## src/rtl/ctrl_pkg.sv

```systemverilog
// Shared encodings for the pipelined RV32I control path: opcodes, ALU
// operation codes, immediate formats and the packed ID/EX control bundle.
package ctrl_pkg;

  localparam logic [6:0] OPC_LUI    = 7'b0110111;
  localparam logic [6:0] OPC_AUIPC  = 7'b0010111;
  localparam logic [6:0] OPC_JAL    = 7'b1101111;
  localparam logic [6:0] OPC_JALR   = 7'b1100111;
  localparam logic [6:0] OPC_BRANCH = 7'b1100011;
  localparam logic [6:0] OPC_LOAD   = 7'b0000011;
  localparam logic [6:0] OPC_STORE  = 7'b0100011;
  localparam logic [6:0] OPC_OP_IMM = 7'b0010011;
  localparam logic [6:0] OPC_OP     = 7'b0110011;

  typedef enum logic [3:0] {
    ALU_ADD    = 4'd0,
    ALU_SUB    = 4'd1,
    ALU_AND    = 4'd2,
    ALU_OR     = 4'd3,
    ALU_XOR    = 4'd4,
    ALU_SLT    = 4'd5,
    ALU_SLTU   = 4'd6,
    ALU_SLL    = 4'd7,
    ALU_SRL    = 4'd8,
    ALU_SRA    = 4'd9,
    ALU_PASS_B = 4'd10
  } alu_ctrl_t;

  typedef enum logic [2:0] {
    IMM_I,
    IMM_S,
    IMM_B,
    IMM_U,
    IMM_J
  } imm_type_t;

  typedef enum logic [1:0] {
    RES_ALU = 2'd0,
    RES_MEM = 2'd1,
    RES_PC4 = 2'd2
  } result_src_t;

  typedef struct packed {
    logic        reg_write;
    logic        mem_write;
    logic        mem_read;
    result_src_t result_src;
    logic        alu_src;
    logic        alu_a_pc;
    alu_ctrl_t   alu_ctrl;
    logic        branch;
    logic        jump;
    logic        jalr;
    logic [2:0]  funct3;
  } ctrl_bundle_t;

endpackage

```

## src/rtl/instr_decode.sv

```systemverilog
// Combinational RV32I decoder: instruction word to EX control bundle,
// sign-extended immediate, source-register usage and an illegal flag.
module instr_decode
  import ctrl_pkg::*;
#(
  parameter int DATA_WIDTH = 32
) (
  input  logic [DATA_WIDTH-1:0] instr,
  output ctrl_bundle_t          ctrl,
  output logic [DATA_WIDTH-1:0] imm,
  output logic                  rs1_used,
  output logic                  rs2_used,
  output logic                  illegal
);

  logic [6:0]  opcode;
  logic [2:0]  funct3;
  logic [6:0]  funct7;
  logic [4:0]  rd;
  logic [31:0] imm32;
  logic        has_imm;
  imm_type_t   imm_sel;

  assign opcode = instr[6:0];
  assign funct3 = instr[14:12];
  assign funct7 = instr[31:25];
  assign rd     = instr[11:7];

  always_comb begin
    ctrl     = '0;
    rs1_used = 1'b0;
    rs2_used = 1'b0;
    illegal  = 1'b0;
    has_imm  = 1'b0;
    imm_sel  = IMM_I;
    case (opcode)
      OPC_LUI: begin
        ctrl.reg_write = 1'b1;
        ctrl.alu_src   = 1'b1;
        ctrl.alu_ctrl  = ALU_PASS_B;
        has_imm        = 1'b1;
        imm_sel        = IMM_U;
      end
      OPC_AUIPC: begin
        ctrl.reg_write = 1'b1;
        ctrl.alu_src   = 1'b1;
        ctrl.alu_a_pc  = 1'b1;
        has_imm        = 1'b1;
        imm_sel        = IMM_U;
      end
      OPC_JAL: begin
        ctrl.reg_write  = 1'b1;
        ctrl.jump       = 1'b1;
        ctrl.alu_src    = 1'b1;
        ctrl.alu_a_pc   = 1'b1;
        ctrl.result_src = RES_PC4;
        has_imm         = 1'b1;
        imm_sel         = IMM_J;
      end
      OPC_JALR: begin
        ctrl.reg_write  = 1'b1;
        ctrl.jalr       = 1'b1;
        ctrl.alu_src    = 1'b1;
        ctrl.result_src = RES_PC4;
        ctrl.funct3     = funct3;
        rs1_used        = 1'b1;
        has_imm         = 1'b1;
        illegal         = (funct3 != 3'b000);
      end
      OPC_BRANCH: begin
        ctrl.branch = 1'b1;
        ctrl.funct3 = funct3;
        rs1_used    = 1'b1;
        rs2_used    = 1'b1;
        has_imm     = 1'b1;
        imm_sel     = IMM_B;
        case (funct3)
          3'b000, 3'b001: ctrl.alu_ctrl = ALU_SUB;
          3'b100, 3'b101: ctrl.alu_ctrl = ALU_SLT;
          3'b110, 3'b111: ctrl.alu_ctrl = ALU_SLTU;
          default:        illegal       = 1'b1;
        endcase
      end
      OPC_LOAD: begin
        ctrl.reg_write  = 1'b1;
        ctrl.mem_read   = 1'b1;
        ctrl.alu_src    = 1'b1;
        ctrl.result_src = RES_MEM;
        ctrl.funct3     = funct3;
        rs1_used        = 1'b1;
        has_imm         = 1'b1;
        illegal         = (funct3 == 3'b011) || (funct3 == 3'b110) || (funct3 == 3'b111);
      end
      OPC_STORE: begin
        ctrl.mem_write = 1'b1;
        ctrl.alu_src   = 1'b1;
        ctrl.funct3    = funct3;
        rs1_used       = 1'b1;
        rs2_used       = 1'b1;
        has_imm        = 1'b1;
        imm_sel        = IMM_S;
        illegal        = (funct3[2] == 1'b1) || (funct3 == 3'b011);
      end
      OPC_OP_IMM: begin
        ctrl.reg_write = 1'b1;
        ctrl.alu_src   = 1'b1;
        ctrl.funct3    = funct3;
        rs1_used       = 1'b1;
        has_imm        = 1'b1;
        case (funct3)
          3'b000: ctrl.alu_ctrl = ALU_ADD;
          3'b010: ctrl.alu_ctrl = ALU_SLT;
          3'b011: ctrl.alu_ctrl = ALU_SLTU;
          3'b100: ctrl.alu_ctrl = ALU_XOR;
          3'b110: ctrl.alu_ctrl = ALU_OR;
          3'b111: ctrl.alu_ctrl = ALU_AND;
          3'b001: begin
            ctrl.alu_ctrl = ALU_SLL;
            illegal       = (funct7 != 7'h00);
          end
          default: begin
            ctrl.alu_ctrl = funct7[5] ? ALU_SRA : ALU_SRL;
            illegal       = (funct7 != 7'h00) && (funct7 != 7'h20);
          end
        endcase
      end
      OPC_OP: begin
        ctrl.reg_write = 1'b1;
        ctrl.funct3    = funct3;
        rs1_used       = 1'b1;
        rs2_used       = 1'b1;
        case (funct3)
          3'b000:  ctrl.alu_ctrl = funct7[5] ? ALU_SUB : ALU_ADD;
          3'b001:  ctrl.alu_ctrl = ALU_SLL;
          3'b010:  ctrl.alu_ctrl = ALU_SLT;
          3'b011:  ctrl.alu_ctrl = ALU_SLTU;
          3'b100:  ctrl.alu_ctrl = ALU_XOR;
          3'b101:  ctrl.alu_ctrl = funct7[5] ? ALU_SRA : ALU_SRL;
          3'b110:  ctrl.alu_ctrl = ALU_OR;
          default: ctrl.alu_ctrl = ALU_AND;
        endcase
        illegal = !((funct7 == 7'h00) ||
                    ((funct7 == 7'h20) && ((funct3 == 3'b000) || (funct3 == 3'b101))));
      end
      default: illegal = 1'b1;
    endcase

    // Illegal encodings carry no side effects and never create a hazard.
    if (illegal) begin
      ctrl     = '0;
      rs1_used = 1'b0;
      rs2_used = 1'b0;
      has_imm  = 1'b0;
    end
    if (rd == 5'd0)
      ctrl.reg_write = 1'b0;
  end

  always_comb begin
    imm32 = '0;
    case (imm_sel)
      IMM_I:   imm32 = {{20{instr[31]}}, instr[31:20]};
      IMM_S:   imm32 = {{20{instr[31]}}, instr[31:25], instr[11:7]};
      IMM_B:   imm32 = {{19{instr[31]}}, instr[31], instr[7], instr[30:25], instr[11:8], 1'b0};
      IMM_U:   imm32 = {instr[31:12], 12'h000};
      default: imm32 = {{11{instr[31]}}, instr[31], instr[19:12], instr[20], instr[30:21], 1'b0};
    endcase
  end

  assign imm = has_imm ? DATA_WIDTH'($signed(imm32)) : '0;

endmodule

```

## src/rtl/pipe_control.sv

```systemverilog
// Pipelined control: D-stage decode, ID/EX control register, load-use and
// control hazard handling. Optional illegal_e output under PIPE_CTRL_ILLEGAL_EN.
module pipe_control
  import ctrl_pkg::*;
#(
  parameter int DATA_WIDTH     = 32,
  parameter int REG_ADDR_WIDTH = 5,
  parameter int ALU_CTRL_WIDTH = 4
) (
  input  logic                      clk,
  input  logic                      rst,
  input  logic [DATA_WIDTH-1:0]     instr_d,
  input  logic                      valid_d,
  input  logic [DATA_WIDTH-1:0]     pc_d,
  input  logic                      branch_taken_e,
  output logic                      stall_f,
  output logic                      stall_d,
  output logic                      flush_d,
  output logic                      valid_e,
  output logic                      reg_write_e,
  output logic                      mem_write_e,
  output logic                      mem_read_e,
  output logic [1:0]                result_src_e,
  output logic                      alu_src_e,
  output logic                      alu_a_pc_e,
  output logic [ALU_CTRL_WIDTH-1:0] alu_ctrl_e,
  output logic                      branch_e,
  output logic                      jump_e,
  output logic                      jalr_e,
  output logic [2:0]                funct3_e,
  output logic [DATA_WIDTH-1:0]     imm_e,
  output logic [REG_ADDR_WIDTH-1:0] rs1_e,
  output logic [REG_ADDR_WIDTH-1:0] rs2_e,
  output logic [REG_ADDR_WIDTH-1:0] rd_e,
  output logic [DATA_WIDTH-1:0]     pc_e
`ifdef PIPE_CTRL_ILLEGAL_EN
  ,
  output logic                      illegal_e
`endif
);

  ctrl_bundle_t              dec_ctrl;
  logic [DATA_WIDTH-1:0]     dec_imm;
  logic                      dec_rs1_used;
  logic                      dec_rs2_used;
  logic                      dec_illegal;
  logic [REG_ADDR_WIDTH-1:0] rs1_d;
  logic [REG_ADDR_WIDTH-1:0] rs2_d;
  logic [REG_ADDR_WIDTH-1:0] rd_d;

  ctrl_bundle_t              ctrl_q;
  logic                      valid_q;
  logic [DATA_WIDTH-1:0]     imm_q;
  logic [DATA_WIDTH-1:0]     pc_q;
  logic [REG_ADDR_WIDTH-1:0] rs1_q;
  logic [REG_ADDR_WIDTH-1:0] rs2_q;
  logic [REG_ADDR_WIDTH-1:0] rd_q;

  logic load_use;
  logic capture;

  instr_decode #(
    .DATA_WIDTH(DATA_WIDTH)
  ) u_decode (
    .instr   (instr_d),
    .ctrl    (dec_ctrl),
    .imm     (dec_imm),
    .rs1_used(dec_rs1_used),
    .rs2_used(dec_rs2_used),
    .illegal (dec_illegal)
  );

  assign rs1_d = REG_ADDR_WIDTH'(instr_d[19:15]);
  assign rs2_d = REG_ADDR_WIDTH'(instr_d[24:20]);
  assign rd_d  = REG_ADDR_WIDTH'(instr_d[11:7]);

  assign load_use = valid_q && ctrl_q.mem_read && (rd_q != '0) && valid_d &&
                    ((dec_rs1_used && (rd_q == rs1_d)) ||
                     (dec_rs2_used && (rd_q == rs2_d)));

  // A taken redirect kills the D instruction, so any load-use stall is moot.
  assign flush_d = !rst && branch_taken_e;
  assign stall_f = !rst && !branch_taken_e && load_use;
  assign stall_d = stall_f;

  assign capture = valid_d && !dec_illegal && !branch_taken_e && !load_use;

  always_ff @(posedge clk) begin
    if (rst || !capture) begin
      ctrl_q  <= '0;
      valid_q <= 1'b0;
      imm_q   <= '0;
      pc_q    <= '0;
      rs1_q   <= '0;
      rs2_q   <= '0;
      rd_q    <= '0;
    end else begin
      ctrl_q  <= dec_ctrl;
      valid_q <= 1'b1;
      imm_q   <= dec_imm;
      pc_q    <= pc_d;
      rs1_q   <= rs1_d;
      rs2_q   <= rs2_d;
      rd_q    <= rd_d;
    end
  end

`ifdef PIPE_CTRL_ILLEGAL_EN
  logic illegal_q;

  always_ff @(posedge clk) begin
    if (rst)
      illegal_q <= 1'b0;
    else
      illegal_q <= valid_d && dec_illegal && !branch_taken_e && !load_use;
  end

  assign illegal_e = illegal_q;
`endif

  assign valid_e      = valid_q;
  assign reg_write_e  = ctrl_q.reg_write;
  assign mem_write_e  = ctrl_q.mem_write;
  assign mem_read_e   = ctrl_q.mem_read;
  assign result_src_e = ctrl_q.result_src;
  assign alu_src_e    = ctrl_q.alu_src;
  assign alu_a_pc_e   = ctrl_q.alu_a_pc;
  assign alu_ctrl_e   = ALU_CTRL_WIDTH'(ctrl_q.alu_ctrl);
  assign branch_e     = ctrl_q.branch;
  assign jump_e       = ctrl_q.jump;
  assign jalr_e       = ctrl_q.jalr;
  assign funct3_e     = ctrl_q.funct3;
  assign imm_e        = imm_q;
  assign rs1_e        = rs1_q;
  assign rs2_e        = rs2_q;
  assign rd_e         = rd_q;
  assign pc_e         = pc_q;

endmodule

```

## config.mk

```make
export PLATFORM = sky130hd
export DESIGN_NAME = pipe_control
export DESIGN_NICKNAME = d
export VERILOG_FILES = /design/src/rtl/ctrl_pkg.sv /design/src/rtl/instr_decode.sv /design/src/rtl/pipe_control.sv
export SDC_FILE = /design/constraint.sdc
export NUM_CORES = 1
export LEC_CHECK = 0
export ABC_AREA = 1
export CORE_MARGIN = 3
export CORE_UTILIZATION = 35
export DETAILED_ROUTE_END_ITERATION = 10
export PLACE_DENSITY_LB_ADDON = 0.08
export SYNTH_ARGS = -nofsm -noshare
export SYNTH_HDL_FRONTEND = slang
export SYNTH_SLANG_ARGS = --single-unit
export TNS_END_PERCENT = 10
```

## constraint.sdc

```tcl
create_clock -name clk -period 2.6 [get_ports clk]
set_clock_uncertainty 0.2 [all_clocks]
set_input_delay 0.39 -clock clk [delete_from_list [all_inputs] [get_ports clk]]
set_output_delay 0.39 -clock clk [all_outputs]
set_load 0.02 [all_outputs]
```

==> results.cfg <==
[layout]
multi_input_area_um2 = 1360
final-seq-area_um2 = 1950
final_util_pct = 61.8
drive_gt1_share_pct = 23.8
diodes = 0
finalNetCount = 783
area_growth_pct = 71.3
fillers = 942

[clock_network]
clkTransAtPathRegs_ns = 0.10
cts.sinks = 97
ctsHoldBuffers = 0
tritoncts = done
clk_latency_ns = 0.35
cts_buffers = 9
htreeDepth = 3
cts_root_buffer = clkbuf_8
cts_max_path_buffers = 2

[pwr]
power_mw = 2.80
power_density_nw_per_um2 = 438
ir_worst_vdd_mv = 0.222
leakage_nw = 3.05

[die]
die_width_um = 109
core_um2 = 10300
die_area_um2 = 11900
io-pin-count = 168
die_y_um = 109
initial_core_util_pct = 36.1
row_count = 37

[hold_path]
hp-class = input pin to flop

[yosys]
synth_compound_area_share_pct = 5.88
yosys_warnings = 0
synthCells = 470
synthMuxAreaShare_pct = 0
yosys.area_share.simple_pct = 28.5
synth-xor-area-share_pct = 0.470
syn-num-nets = 538
synth.avg_cell_area_um2 = 7.92
yosys.area_share.adder_pct = 0
synth_top_family_by_area = simple AND/OR/NAND/NOR gates
synth_cell_types = 35
synth-seq-cells = 97
netlist_area_um2 = 3720
yosysSeqAreaShare_pct = 52.2

[grt]
overflow = 0
gr-usage-met3_pct = 4.56
antenna_found_initial = 0
grt_busiest_layer = met2
grt.total_usage_pct = 17.5
use_met1_pct = 22.4
grt_use_met2_pct = 29.0
grt_max_degree = 31
grt_pass1_wl_um = 16200
grt_pass1_vias = 3383

[routing]
detail-route-antenna-nets = 0
viasPerCell = 4.24
wire_per_inst_um = 12.3
first_pass_iters = 6
drt_iter0_drc = 134
route.detailed.drc = 0
wl_um = 10500
num_vias = 3631

[timing]
max_freq_mhz = 406
worstMarginPinSlew_ns = 0.613
slew_headroom_pct = 58.8
rsz0062_at_grt = no
drv_slew = 0
setup_violations = 0
hold_viol_final = 0
period_share_pct = 94.8
period_minus_slack_ns = 2.46

[setup_path]
cp.required_ns = 2.69
max_stage_delay_ns = 0.25
worstPathMaxFanout = 13
cp_num_buf_inv = 10
slowest_stage = dlygate4sd2_1
worstPathCellList = dlygate4sd2_1 > inv_2 > nand2_2 > nor2_4 > inv_2 > buf_4 > buf_4 > buf_4 > buf_4 > buf_4 > nor2_1 > inv_1 > nand2_1 > nand3_4 > buf_12 > nor2_1
crit_family = buffers and inverters
worst_path_most_repeated_cell = buf_4
critPathCaptureType = flop
crit_type = input pin to flop
start_kind = input pin
cp_data_arrival_time_ns = 2.55

[flow_run]
drv_cap = 0

[outcome]
outcome = finished clean

[placed_design]
place_congestion = 0.867
hpwl_um = 8340
portBuffers = 167
[report_power, final]
group	switching [mW]	total (mW)	internal, mW
logic	0.134	0.302	0.168
clock network	0.526	1.00	0.479
registers	0.00116	1.49	1.49
total	0.660	2.80	2.13
[cell families after synthesis]
family / count (synthesis)
simple gates: 224
buf+inv: 110
flops: 97
compound gates: 37
xor+xnor: 2
[layout make-up]
cell class,count,share of cell area [%]
clock buffer,11,2.22
multi-input combinational,263,21.2
clock inverter,5,1.00
timing repair buffer,249,36.8
sequential,97,30.5
tap,136,2.67
inverter,95,5.59
[metal layers]
metal / routed length, um / share of wire [%] / vias up
met5: 0 / 0 / -
met1: 4430 / 42 / 1630
met3: 751 / 7.2 / 10
li1: - / - / 1891
met4: 116 / 1.1 / 0
met2: 5190 / 49 / 100
[placed cells by master, fill, tap and decap left out, drive strengths merged, types with 2 or more instances in the layout]
cell / count
a32oi: 2
inv: 96
nor3: 12
clkbuf: 12
dlygate4sd2: 15
nand3: 12
o21ai: 20
nand4: 7
dlymetal6s2s: 7
nand2: 74
clkdlybuf4s50: 141
nor2: 119
clkinv: 2
buf: 84
a21oi: 5
dfxtp: 97
a22oi: 4
[flip-flops by register name (all words and copies together) (netlist names)]
register      flops
alu_ctrl_e        4
valid_e           1
pc_e             32
mem_read_e        1
jalr_e            1
jump_e            1
imm_e            32
mem_write_e       1
funct3_e          3
alu_src_e         1
result_src_e      2
reg_write_e       1
alu_a_pc_e        1
branch_e          1
rs1_e             5
rs2_e             5
rd_e              5
[Yosys cell counts, drive strengths merged]
cell type | number | area, um^2
nor3 | 12 | 65.1
inv | 95 | 357
clkbuf | 4 | 16.3
o2111ai | 1 | 8.76
o21ai | 20 | 100
a32oi | 2 | 17.5
o21a | 1 | 7.51
dfxtp | 97 | 1940
xnor2 | 1 | 8.76
nor2 | 119 | 556
a22oi | 4 | 30.0
o32ai | 1 | 8.76
xor2 | 1 | 8.76
a21oi | 5 | 25.0
nand4 | 7 | 43.8
o22ai | 1 | 6.26
o211ai | 1 | 7.51
buf | 11 | 113
nand3 | 12 | 90.1
o31ai | 1 | 7.51
nand2 | 74 | 305
[metrics by stage]
stage               area [um^2]  setup WS [ns]  TNS (ns)  hold WS [ns]  instances
CTS                        6310        0.00346         0         0.267        855
global route               6380        0.00460         0         0.224        856
finish                     6380          0.135         0         0.209        856
global placement           5990         -0.570     -8.91         0.614        823
floorplan                  3730          0.103         0         0.260        470
detailed placement         5990         -0.607    -11.52         0.615        823
[worst register-to-register path: stages (launching register included)]
cell and delay, ns:
dfxtp_2 0.34, buf_4 0.13, nand2_1 0.07, nand4_1 0.12, nor3_2 0.22, nand4_1 0.14, nand2_2 0.11, nand2_4 0.06
buf_4 0.16, nand2_4 0.13, buf_12 0.20, nor2_1 0.06
[worst paths after layout]
check                            startpoint  cells past startpoint    endpoint  slack, ns
worst max register to register      rd_e[0]                     11    pc_e[21]       0.55
worst min-delay path            instr_d[16]                      4    rs1_e[1]       0.21
worst max-delay path             instr_d[2]                     16   imm_e[27]       0.14
worst min register to register      valid_e                      6  alu_a_pc_e       0.65
[what timing repair did]
action                     4_1_cts  5_1_grt
setup endpoints to repair        2        5
gates resized for setup         36       25
buffers inserted                16        1
pin swaps                       17       20
(Power assumes the default switching activity.)
